File: config.mk
export PLATFORM = sky130hd
export DESIGN_NAME = alu_cmd_master
export DESIGN_NICKNAME = d
export VERILOG_FILES = /design/src/rtl/alu_uart_pkg.sv /design/src/rtl/cmd_timer.sv /design/src/rtl/alu_cmd_master.sv
export SDC_FILE = /design/constraint.sdc
export NUM_CORES = 1
export LEC_CHECK = 0
export CORE_ASPECT_RATIO = 1.75
export CORE_MARGIN = 1.5
export CORE_UTILIZATION = 46
export DETAILED_ROUTE_END_ITERATION = 10
export PLACE_DENSITY_LB_ADDON = 0.08
export SYNTH_ARGS = -nofsm -noshare
export SYNTH_HDL_FRONTEND = slang
export SYNTH_HIERARCHICAL = 1
export SYNTH_SLANG_ARGS = --single-unit
File: constraint.sdc
create_clock -name i_clock -period 2.1 [get_ports i_clock]
set_input_delay 0.42 -clock i_clock [delete_from_list [all_inputs] [get_ports i_clock]]
set_output_delay 0.42 -clock i_clock [all_outputs]
set_load 0.05 [all_outputs]
File: src/rtl/alu_uart_pkg.sv
// rtl/alu_uart_pkg.sv - shared ALU opcodes and command-master state encoding
// Contents:
//   cmd_state_t  command-master FSM states
//   OP_*         ALU opcode constants (6-bit function codes)
package alu_uart_pkg;

    typedef enum logic [2:0] {
        ST_IDLE     = 3'd0,
        ST_SEND_A   = 3'd1,
        ST_WAIT_A   = 3'd2,
        ST_SEND_B   = 3'd3,
        ST_WAIT_B   = 3'd4,
        ST_SEND_OP  = 3'd5,
        ST_WAIT_OP  = 3'd6,
        ST_WAIT_RES = 3'd7
    } cmd_state_t;

    localparam logic [5:0] OP_ADD = 6'b100000;
    localparam logic [5:0] OP_SUB = 6'b100010;
    localparam logic [5:0] OP_AND = 6'b100100;
    localparam logic [5:0] OP_OR  = 6'b100101;
    localparam logic [5:0] OP_XOR = 6'b100110;
    localparam logic [5:0] OP_NOR = 6'b100111;
    localparam logic [5:0] OP_SRA = 6'b000011;
    localparam logic [5:0] OP_SRL = 6'b000010;

endpackage

File: src/rtl/cmd_timer.sv
// rtl/cmd_timer.sv - saturating result-wait timer for the ALU command master
// Ports:
//   clk, rst   clock, asynchronous active-high reset
//   clear      holds the count at zero (asserted whenever not waiting)
//   enable     advances the count by one per cycle
//   expired    count has reached TIMEOUT_CYCLES-1
module cmd_timer #(
    parameter int TIMEOUT_CYCLES = 5000000
) (
    input  logic clk,
    input  logic rst,
    input  logic clear,
    input  logic enable,
    output logic expired
);

    localparam int CNT_W = (TIMEOUT_CYCLES > 1) ? $clog2(TIMEOUT_CYCLES) : 1;
    localparam logic [CNT_W-1:0] LAST = CNT_W'(TIMEOUT_CYCLES - 1);

    logic [CNT_W-1:0] cnt_q;

    assign expired = (cnt_q == LAST);

    // Saturates at LAST so expired stays high until the owner clears it.
    always_ff @(posedge clk or posedge rst) begin
        if (rst) begin
            cnt_q <= '0;
        end else if (clear) begin
            cnt_q <= '0;
        end else if (enable && !expired) begin
            cnt_q <= cnt_q + 1'b1;
        end
    end

endmodule

File: src/rtl/alu_cmd_master.sv
// rtl/alu_cmd_master.sv - sends an A/B/opcode frame over UART and waits for the ALU result byte
// Optional feature: define ALU_CMD_TIMEOUT_EN to abandon the result wait after TIMEOUT_CYCLES.
// Ports:
//   i_clock, i_reset              clock, asynchronous active-high reset
//   i_start, i_op_a, i_op_b,
//   i_opcode                      command request and its operands (latched in IDLE)
//   o_tx_ready, o_tx_data,
//   i_tx_done_tick                byte-send handshake with the UART transmitter
//   i_rx_done_tick, i_rx_data     result byte from the UART receiver
//   o_result, o_result_valid      last accepted result and its one-cycle strobe
//   o_busy, o_timeout             frame in progress, result-wait abandoned strobe
module alu_cmd_master
    import alu_uart_pkg::*;
#(
    parameter int NB_DATA        = 8,
    parameter int NB_OP          = 6,
    parameter int TIMEOUT_CYCLES = 5000000
) (
    input  logic               i_clock,
    input  logic               i_reset,
    input  logic               i_start,
    input  logic [NB_DATA-1:0] i_op_a,
    input  logic [NB_DATA-1:0] i_op_b,
    input  logic [NB_OP-1:0]   i_opcode,
    output logic               o_tx_ready,
    output logic [NB_DATA-1:0] o_tx_data,
    input  logic               i_tx_done_tick,
    input  logic               i_rx_done_tick,
    input  logic [NB_DATA-1:0] i_rx_data,
    output logic [NB_DATA-1:0] o_result,
    output logic               o_result_valid,
    output logic               o_busy,
    output logic               o_timeout
);

    cmd_state_t         state_q, state_d;
    logic [NB_DATA-1:0] op_b_q, op_b_d;
    logic [NB_OP-1:0]   opcode_q, opcode_d;
    logic [NB_DATA-1:0] tx_data_q, tx_data_d;
    logic [NB_DATA-1:0] result_q, result_d;
    logic               result_valid_q, result_valid_d;
    logic               timed_out;

`ifdef ALU_CMD_TIMEOUT_EN
    logic timer_expired;

    // Held clear outside WAIT_RES, so every entry starts from zero.
    cmd_timer #(
        .TIMEOUT_CYCLES(TIMEOUT_CYCLES)
    ) u_cmd_timer (
        .clk    (i_clock),
        .rst    (i_reset),
        .clear  (state_q != ST_WAIT_RES),
        .enable (state_q == ST_WAIT_RES),
        .expired(timer_expired)
    );

    // A result byte arriving on the expiry cycle wins over the timeout.
    assign timed_out = (state_q == ST_WAIT_RES) && timer_expired && !i_rx_done_tick;
`else
    assign timed_out = 1'b0;
`endif

    assign o_timeout      = timed_out;
    assign o_busy         = (state_q != ST_IDLE);
    assign o_tx_ready     = (state_q == ST_SEND_A) || (state_q == ST_SEND_B) ||
                            (state_q == ST_SEND_OP);
    assign o_tx_data      = tx_data_q;
    assign o_result       = result_q;
    assign o_result_valid = result_valid_q;

    always_ff @(posedge i_clock or posedge i_reset) begin
        if (i_reset) begin
            state_q        <= ST_IDLE;
            op_b_q         <= '0;
            opcode_q       <= '0;
            tx_data_q      <= '0;
            result_q       <= '0;
            result_valid_q <= 1'b0;
        end else begin
            state_q        <= state_d;
            op_b_q         <= op_b_d;
            opcode_q       <= opcode_d;
            tx_data_q      <= tx_data_d;
            result_q       <= result_d;
            result_valid_q <= result_valid_d;
        end
    end

    // tx_data is loaded on the transition into each SEND state and then held
    // through the matching WAIT state; operand A goes straight into it.
    always_comb begin
        state_d        = state_q;
        op_b_d         = op_b_q;
        opcode_d       = opcode_q;
        tx_data_d      = tx_data_q;
        result_d       = result_q;
        result_valid_d = 1'b0;

        case (state_q)
            ST_IDLE: begin
                if (i_start) begin
                    tx_data_d = i_op_a;
                    op_b_d    = i_op_b;
                    opcode_d  = i_opcode;
                    state_d   = ST_SEND_A;
                end
            end
            ST_SEND_A:  state_d = ST_WAIT_A;
            ST_WAIT_A: begin
                if (i_tx_done_tick) begin
                    tx_data_d = op_b_q;
                    state_d   = ST_SEND_B;
                end
            end
            ST_SEND_B:  state_d = ST_WAIT_B;
            ST_WAIT_B: begin
                if (i_tx_done_tick) begin
                    tx_data_d = NB_DATA'(opcode_q);
                    state_d   = ST_SEND_OP;
                end
            end
            ST_SEND_OP: state_d = ST_WAIT_OP;
            ST_WAIT_OP: begin
                if (i_tx_done_tick) begin
                    state_d = ST_WAIT_RES;
                end
            end
            ST_WAIT_RES: begin
                if (i_rx_done_tick) begin
                    result_d       = i_rx_data;
                    result_valid_d = 1'b1;
                    state_d        = ST_IDLE;
                end else if (timed_out) begin
                    state_d = ST_IDLE;
                end
            end
            default:    state_d = ST_IDLE;
        endcase
    end

endmodule
Word-level counts from Yosys, hierarchy flattened
Cells that the tools add are included.
{ "totals": {"regBits": 34, "inputBits": 35, "word_cells": 39, "out_inout_bits": 20} }
{ "classes": {"n_eq_ne": 12, "n_mux": 12, "n_reduce_logical": 9} }
{ "ops": {"columns": ["operator", "count"], "rows": [
  ["8-bit 2-to-1 mux", 3],
  ["3-bit one-hot mux with 8 select lines", 1],
  ["8-bit one-hot mux with 3 select lines", 1],
  ["3-bit 2-to-1 mux", 5],
  ["3-bit == test (second input constant)", 4],
  ["2-bit inequality test (second input constant)", 5],
  ["3-bit by 2-bit == test with 1-bit output (second input constant)", 2],
  ["3-bit nonzero test", 2],
  ["5-bit AND reduction", 1],
  ["2-bit AND reduction", 2],
  ["4-bit AND reduction", 1],
  ["3-bit by 1-bit == test with 1-bit output (second input constant)", 1],
  ["3-bit logical NOT", 1],
  ["1-bit logical OR", 2],
  ["1-bit 2-to-1 mux", 2]
]} }

Depth between registers and ports, before layout
Gate-level depths: netlist of run 1.
{ "depth": {"ltp_word": 3, "ltp_mapped": 7, "mapped_depth_nobuf": 5} }

Worst setup path after synthesis of run 1
No wires, ideal clock.
{ "synth_timing": {"path_type": "register to output", "start": "reg state_q[0]", "end": "out o_tx_ready", "path_buffers": 3, "stages_incl_launch_ff": 5, "t_arrival_ps": 1555, "slack_ps": 125, "cell_sequence": "dfrtp_1 > buf_6 > buf_2 > buf_2 > nor2b_1"} }
{ "synth_via": {"elab_chain_cells": 3, "elab_cells_between_ends": 5, "cone_classes": "eq/ne: 3; reduce/logical: 2"} }
{ "synth_lines": {"columns": ["element", "line_no", "source"], "rows": [
  ["start: declaration", "alu_cmd_master.sv:36", "cmd_state_t state_q, state_d;"],
  ["start signal: assignment", "alu_cmd_master.sv:81", "state_q <= state_d;"],
  ["3-bit by 1-bit == test with 1-bit output or 3-bit by 2-bit == test with 1-bit output (tied branches)", "alu_cmd_master.sv:66", "assign o_tx_ready = (state_q == ST_SEND_A) || (state_q == ST_SEND_B) ||"],
  ["1-bit logical OR", "alu_cmd_master.sv:66", null],
  ["1-bit logical OR (*)", "alu_cmd_master.sv:66", null],
  ["end: declaration", "alu_cmd_master.sv:25", "output logic o_tx_ready,"]
]} }
Mark *: on every way between the ends. The rest lies on a longest branch, timed or not.

Worst setup path in the final report of run 1
{ "layout_timing": {"start": "reg state_q[1]", "end": "out o_tx_ready"} }
Same word-level chain as after synthesis.

==> results of run 1 <==
==> kinds of logic (layout without fill, tap and decap cells) <==
group                  count (synthesis)  count (layout)  synth area share
AO/OA/AOI/OAI                         31              31            0.1262
buffers and inverters                 15              70           0.05438
flip-flops                            34              34            0.4931
multiplexers                          22              22            0.1646
other                                  1               1          0.002173
AND/OR/NAND/NOR                       53              53            0.1595
==> final timing paths <==
kind	cells after the start	to	slack, ns	from
worst min register to register	2	o_result[5]	0.48	o_result[5]
worst min-delay path	2	o_result[5]	0.48	o_result[5]
max in group asynchronous	3	o_tx_data[6]	1.26	i_reset
worst max-delay path	4	o_tx_ready	0.17	state_q[1]
worst max register to register	5	o_tx_data[1]	0.46	state_q[2]
min in group asynchronous	3	opcode_q[4]	0.53	i_reset
==> cell usage in the layout, fill, tap and decap left out, types with 2 or more instances in the layout <==
cell type,instances
sky130_fd_sc_hd__nand2_1,26
sky130_fd_sc_hd__o21ai_0,11
sky130_fd_sc_hd__mux2_2,11
sky130_fd_sc_hd__a21oi_1,4
sky130_fd_sc_hd__dfrtp_1,34
sky130_fd_sc_hd__o21bai_1,5
sky130_fd_sc_hd__inv_1,5
sky130_fd_sc_hd__o311a_1,5
sky130_fd_sc_hd__clkbuf_8,6
sky130_fd_sc_hd__clkdlybuf4s50_1,51
sky130_fd_sc_hd__nor2b_1,10
sky130_fd_sc_hd__nor2_1,6
sky130_fd_sc_hd__buf_12,2
sky130_fd_sc_hd__buf_4,5
sky130_fd_sc_hd__mux2_4,10
sky130_fd_sc_hd__nor3_1,5
==> final cells by class <==
type                       instances  area, um^2  area share
timing repair buffer              58       588.1      0.2468
sequential                        34       850.8      0.3571
multi-input combinational        107       780.7      0.3277
clock buffer                       6       82.58     0.03466
tap                               46       57.56     0.02416
inverter                           6       22.52    0.009454
==> through the flow <==
| stage | hold WS (ns) | std cells |
|---|---|---|
| floorplan | 0.4809 | 156 |
| global placement | 0.4605 | 251 |
| detailed placement | 0.4687 | 251 |
| CTS | 0.4867 | 257 |
| global route | 0.5073 | 257 |
| finish | 0.4802 | 257 |
==> state kept, by name, indices dropped and copies added (netlist names) <==
register	cells
op_b_q	8
o_tx_data	8
o_result_valid	1
state_q	3
o_result	8
opcode_q	6
==> power by group <==
part / total [mW] / internal, mW / switching, mW
sequential: 1.15 / 0.969 / 0.183
combinational: 2.13 / 0.908 / 1.22
clock: 0.475 / 0.253 / 0.223
==> worst max-delay path, delay by kind of cell (launching register included) <==
kind / cells / cell delay [ns]
flops: 1 / 0.37
simple gates: 2 / 0.47
buf+inv: 2 / 0.38
==> layer usage <==
layer / vias up / routed length, um / track usage / part of all wire
li1: 642 / - / - / -
met1: 632 / 1600 / 0.2609 / 0.40
met4: 0 / 109 / 0.1273 / 0.027
met5: - / 0 / 0 / 0
met3: 10 / 201 / 0.05556 / 0.050
met2: 48 / 2103 / 0.3600 / 0.52
==> impl_summary.log, run 1 <==
INFO  metric die_x = approximately 49 um
INFO  metric pin_count_of_the_biggest_net_entering_global_routing = 35
INFO  metric layout_cell_share_with_drive_strength_beyond_1 = 0.1896
INFO  metric finalWorstSetupSlack = about 0.17 ns
INFO  metric cts_tree = yes
INFO  metric worst_clock_skew = between 0.007 and 0.008 ns
INFO  metric max_freq = around 520 MHz
INFO  metric run_status = complete, no violations
INFO  metric post_synth_instance_area = between 1500 and 2000 um^2
INFO  metric buffer_ports.inserted = between 50 and 60
INFO  metric track_usage = 0.2220
INFO  metric fin_nets = approximately 250
INFO  metric gp_congestion = roughly 0.76
INFO  metric die_height = ~84 um
INFO  metric power_per_cell_area = between 1500 and 2000 nW/um^2
INFO  metric critPathKind = reg -> out
INFO  metric core = about 3600 um^2
INFO  metric drt_first_pass_iters = 3
INFO  metric placement.cell_area = 2300 um^2
INFO  metric cts_resized = 0
INFO  metric fin_area = 2382 um^2
INFO  metric clock_tree.htree_level_count = 2
INFO  metric overflow = 0
INFO  metric maxCapViolCount = 0
INFO  metric cts_setup_buffers = 0
INFO  metric synth.cells.most_frequent = 34 x sky130_fd_sc_hd__dfrtp_1, 26 x sky130_fd_sc_hd__nand2_1, 11 x sky130_fd_sc_hd__mux2_2, 11 x sky130_fd_sc_hd__o21ai_0
INFO  metric seq_area_frac_synth = 0.4931
INFO  metric worst_slew_pin_slew = between 0.5 and 0.6 ns
INFO  metric initial_utilization = 0.4803
INFO  metric static-leakage-power = 1.055 nW
INFO  metric ys.flop_type = sky130_fd_sc_hd__dfrtp_1
INFO  metric dp_slack = ~0.12 ns
INFO  metric via_count_of_the_first_global_routing_pass = about 1.5k
INFO  metric worstPathArrival = roughly 1.5 ns
INFO  metric antenna-diode-count = 0
INFO  metric finalWirelength = around 4.0 mm
INFO  metric fin_crit_sh = 0.9202
INFO  metric cts-root-buf = sky130_fd_sc_hd__clkbuf_8
INFO  metric timing.critical_path.slowest_cell_delay = ~0.37 ns
INFO  metric hold_path_class = reg -> reg
INFO  metric area.growth.synth_to_final = 38.07%
INFO  metric top_cell_type_by_total_area_after_synthesis = sky130_fd_sc_hd__dfrtp_1
INFO  metric place.detailed.hpwl = between 2 and 3 mm
INFO  metric yosys.cell_types.count = 31
INFO  metric layout.filler_cells = 270
INFO  metric min_period = approximately 1.9 ns
INFO  metric asyncSetResetFlopFracSynth = 1.000
INFO  metric synth_nets = between 150 and 200
INFO  metric post-route-drc-count = 0
INFO  metric timing.slew.headroom = 0.6634
INFO  metric final_max_slew_viol_count = 0
INFO  metric post_synth.cell_area_avg = between 10 and 15 um^2
INFO  metric yosysMostFrequentCell = sky130_fd_sc_hd__dfrtp_1
INFO  metric max-clock-path-buffers = 2
INFO  metric rsz0062_at_grt = no
INFO  metric setup_violations = 0
INFO  metric clkLatencyLatePin = 0.28 ns
INFO  metric post_synth_inst_count = between 150 and 200
INFO  metric setup_tns = 0 ns
INFO  metric synth_seq_cells = 34
INFO  metric grt_antenna_before_repair = 0
INFO  metric wl_per_cell = around 16 um
INFO  metric critPathCaptureType = output pin
INFO  metric rows = 29
INFO  metric timing.critical_path.slowest_stage_cell = sky130_fd_sc_hd__dfrtp_1
INFO  metric cts.reportedPaths.clkPinSlew = about 0.07 ns
INFO  metric final_antenna_net_count = 0
INFO  metric finalPower = 3.756 mW
INFO  metric crit_path_start_kind = register
INFO  metric ios = between 50 and 60
INFO  metric cts_buffers = 5
INFO  metric synth_area_leaders = sky130_fd_sc_hd__dfrtp_1 49%, sky130_fd_sc_hd__mux2_4 8.7%, sky130_fd_sc_hd__mux2_2 7.2%
INFO  metric warning_count_from_the_yosys_run = 6
INFO  metric synthDominantCellAreaShare = 0.4931
INFO  metric grt_pass1_wl = approximately 7.0 mm
INFO  metric hold_viol = 0
INFO  metric crit_chain = buf_4 -> and2_1 -> nor2b_1 -> buf_12
INFO  metric drt_first_iter_violations = 9
INFO  metric routed_via_count = roughly 1.3k
INFO  metric synth_edf_count = 0
INFO  metric critical_path.max_fanout = 23
INFO  metric final_core_util = 0.6632
INFO  metric via_per_instance_ratio = ~5.2
INFO  metric ir_worst_vdd = 0.001117 V
INFO  metric die_area = a little over 4000 um^2
INFO  metric worstPathRequired = 1.68 ns
INFO  metric cts-hold-fix-buffers = 0
INFO  metric tritoncts_num_sinks = 34
(Power assumes the default switching activity.)
==> run 2: changes to the inputs <==
--- a/config.mk
+++ b/config.mk
@@ -9,7 +9,7 @@
 export CORE_MARGIN = 1.5
 export CORE_UTILIZATION = 46
 export DETAILED_ROUTE_END_ITERATION = 10
-export PLACE_DENSITY_LB_ADDON = 0.08
+export PLACE_DENSITY = 0.78
 export SYNTH_ARGS = -nofsm -noshare
 export SYNTH_HDL_FRONTEND = slang
 export SYNTH_HIERARCHICAL = 1
==> run 2 against run 1 <==
Effect of this change: die area unchanged; hold slack better by 0.0058 ns; clock-buffer cell count unchanged; power up 1.2%; sequential power about the same; non-clock buffer count down 1; critical path depth unchanged; via count up 1.5%; clock skew down 0.00073 ns; global-route usage down 0.075 points.
==> impl_summary.log, run 2 (same netlist as run 1, synthesis figures left out) <==
INFO  metric run_status = complete, no violations
INFO  metric setup_violations = 0 (unchanged)
INFO  metric multi_input_comb_area = 780.7 um^2 (unchanged)
INFO  metric min_period = 2.001 ns (+0.06878 ns)
INFO  metric die_height = 84.02 um (unchanged)
INFO  metric via_count_of_the_first_global_routing_pass = 1493 (+1.1%)
INFO  metric grt_pass1_wl = 6.927 mm (-1.4%)
INFO  metric setup_tns = 0 ns (unchanged)
INFO  metric cts_resized = 0 (unchanged)
INFO  metric gp_congestion = 0.9289 (+23%)
INFO  metric final_antenna_net_count = 0 (unchanged)
INFO  metric cts-root-buf = sky130_fd_sc_hd__clkbuf_8
INFO  metric drt_first_iter_violations = 39 (+30)
INFO  metric cts_buffers = 5 (unchanged)
INFO  metric buffer_ports.inserted = 53 (unchanged)
INFO  metric layout.filler_cells = 274 (+1.5%)
INFO  metric worst_clock_skew = 0.007215 ns (-0.0007326 ns)
INFO  metric rows = 29 (unchanged)
INFO  metric endpoint_of_the_most_critical_register_to_register_path = o_result[0]
INFO  metric power_per_cell_area = 1591 nW/um^2 (+0.94%)
INFO  metric timing.slew.headroom = 0.6563 (-0.007171)
INFO  metric finalWirelength = 4.044 mm (+0.75%)
INFO  metric maxCapViolCount = 0 (unchanged)
INFO  metric final_max_slew_viol_count = 0 (unchanged)
INFO  metric rr_startpoint = state_q[1]
INFO  metric layout_common_cells = 51 x sky130_fd_sc_hd__clkdlybuf4s50_1, 34 x sky130_fd_sc_hd__dfrtp_1, 26 x sky130_fd_sc_hd__nand2_1
INFO  metric rsz0062_at_grt = no
INFO  metric post-route-drc-count = 0 (unchanged)
INFO  metric core = 3592 um^2 (unchanged)
INFO  metric grt_antenna_before_repair = 0 (unchanged)
INFO  metric fin_crit_sh = 0.9530 (+0.03275)
INFO  metric maxUsedRoutingLayer = met4
INFO  metric worst_hold_startpoint = o_result[6]
INFO  metric drt-met1-wl = 1.567 mm (-2.1%)
INFO  metric clkLatencyLatePin = 0.29 ns (about the same)
INFO  metric die_area = 4142 um^2 (unchanged)
INFO  metric cts_setup_buffers = 0 (unchanged)
INFO  metric track_usage = 0.2212 (-0.0007474)
INFO  metric via_per_instance_ratio = 5.240 (+1.1%)
INFO  metric critPathCaptureType = output pin
INFO  metric holdPathStages = 2 (unchanged)
INFO  metric ios = 55 (unchanged)
INFO  metric layout_cell_share_with_drive_strength_beyond_1 = 0.1934 (+0.003823)
INFO  metric initial_utilization = 0.4803 (unchanged)
INFO  metric critical_path.max_fanout = 20 (-13%)
INFO  metric crit_path_start_kind = register
INFO  metric wl_met2 = 2.244 mm (+6.7%)
INFO  metric tritoncts_num_sinks = 34 (unchanged)
INFO  metric routed_via_count = 1352 (+1.5%)
INFO  metric max_freq = 499.7 MHz (-3.4%)
INFO  metric max-clock-path-buffers = 2 (unchanged)
INFO  metric wl_per_cell = 15.67 um (+0.36%)
INFO  metric area.growth.synth_to_final = 38.36%
INFO  metric pin_count_of_the_biggest_net_entering_global_routing = 35 (unchanged)
INFO  metric cts-hold-fix-buffers = 0 (unchanged)
INFO  metric clock_tree.htree_level_count = 2 (unchanged)
INFO  metric hold_path_end = o_result[6]
INFO  metric drt_first_pass_iters = 4 (+1)
INFO  metric worst_slew_pin_slew = 0.5140 ns (+0.01072 ns)
INFO  metric cts.reportedPaths.clkPinSlew = 0.07 ns (about the same)
INFO  metric met3_length = 172 um (-14%)
INFO  metric dp_slack = 0.1505 ns (+0.03255 ns)
INFO  metric die_x = 49.30 um (unchanged)
INFO  metric hold_path_class = reg -> reg
INFO  metric worstPathRequired = 1.68 ns (about the same)
INFO  metric cts_tree = yes
INFO  metric layout_commonest_cell = sky130_fd_sc_hd__clkdlybuf4s50_1
INFO  metric overflow = 0 (unchanged)
INFO  metric ir_worst_vdd = 0.0008519 V (-24%)
INFO  metric antenna-diode-count = 0 (unchanged)
INFO  metric finalWorstSetupSlack = 0.09879 ns (-0.06878 ns)
INFO  metric hold_viol = 0 (unchanged)
INFO  metric cell_depth_of_the_worst_flop_to_flop_path = 6 (+1)
INFO  metric seqCellArea = 850.8 um^2 (unchanged)
INFO  metric worstPathArrival = 1.58 ns (+0.07 ns)
INFO  metric slack_of_the_worst_reg_to_reg_path = 0.42 ns (-0.04 ns)
INFO  metric fin_nets = 246 (-0.40%)
INFO  metric place.detailed.hpwl = 2.989 mm (+2.4%)
INFO  metric critPathKind = reg -> out
INFO  metric static-leakage-power = 1.055 nW (about the same)
## run 2: final cells by class
cell class | count | share of cell area
well taps | 46 | 0.02411
inverters | 6 | 0.009434
multi-input cells | 107 | 0.3270
flip-flops and latches | 34 | 0.3564
clock buffers | 6 | 0.03459
clock inverters | 2 | 0.005241
repair buffers | 57 | 0.2432
## run 2: worst max-delay path by stage
| stage | startpoint | end | slack [ns] | cells past startpoint |
|---|---|---|---|---|
| after floorplan | state_q[0] | o_tx_ready | 0.12 | 4 |
| after global placement | i_tx_done_tick | o_tx_data[1] | 0.22 | 5 |
| after detailed placement | i_tx_done_tick | o_tx_data[0] | 0.15 | 5 |
| after CTS | state_q[1] | o_tx_ready | 0.10 | 4 |
| after global routing | state_q[1] | o_tx_ready | 0.02 | 4 |
| final | state_q[1] | o_tx_ready | 0.1 | 4 |
## run 2: layer usage
| layer | global-route usage | vias up |
|---|---|---|
| met1 | 0.2420 | 664 |
| met2 | 0.3870 | 39 |
| li1 | - | 643 |
| met3 | 0.06631 | 6 |
| met4 | 0.09091 | 0 |
| met5 | 0 | - |
## run 2: through the flow
step	utilization	hold slack [ns]	power [mW]	cells	instance area, um^2
2_1_floorplan	-	0.4809	2.659	156	1725
3_3_place_gp	0.6381	0.4631	3.229	250	2292
3_5_place_dp	0.6381	0.4694	3.297	250	2292
4_1_cts	0.6646	0.4900	3.824	258	2387
5_1_grt	0.6646	0.5175	4.027	258	2387
6_report	0.6646	0.4860	3.799	258	2387
## run 2: power breakdown
| group | switching, mW | internal [mW] | total [mW] | leakage, nW |
|---|---|---|---|---|
| logic | 1.22 | 0.902 | 2.12 | 0.592 |
| registers | 0.199 | 0.969 | 1.17 | 0.416 |
| clock network | 0.243 | 0.263 | 0.507 | 0.0472 |
## run 2: worst max-delay path: stages, from the launching register on
cell	delay [ns]
sky130_fd_sc_hd__dfrtp_1	0.43
sky130_fd_sc_hd__buf_4	0.22
sky130_fd_sc_hd__and2_1	0.23
sky130_fd_sc_hd__nor2b_1	0.23
sky130_fd_sc_hd__buf_12	0.17
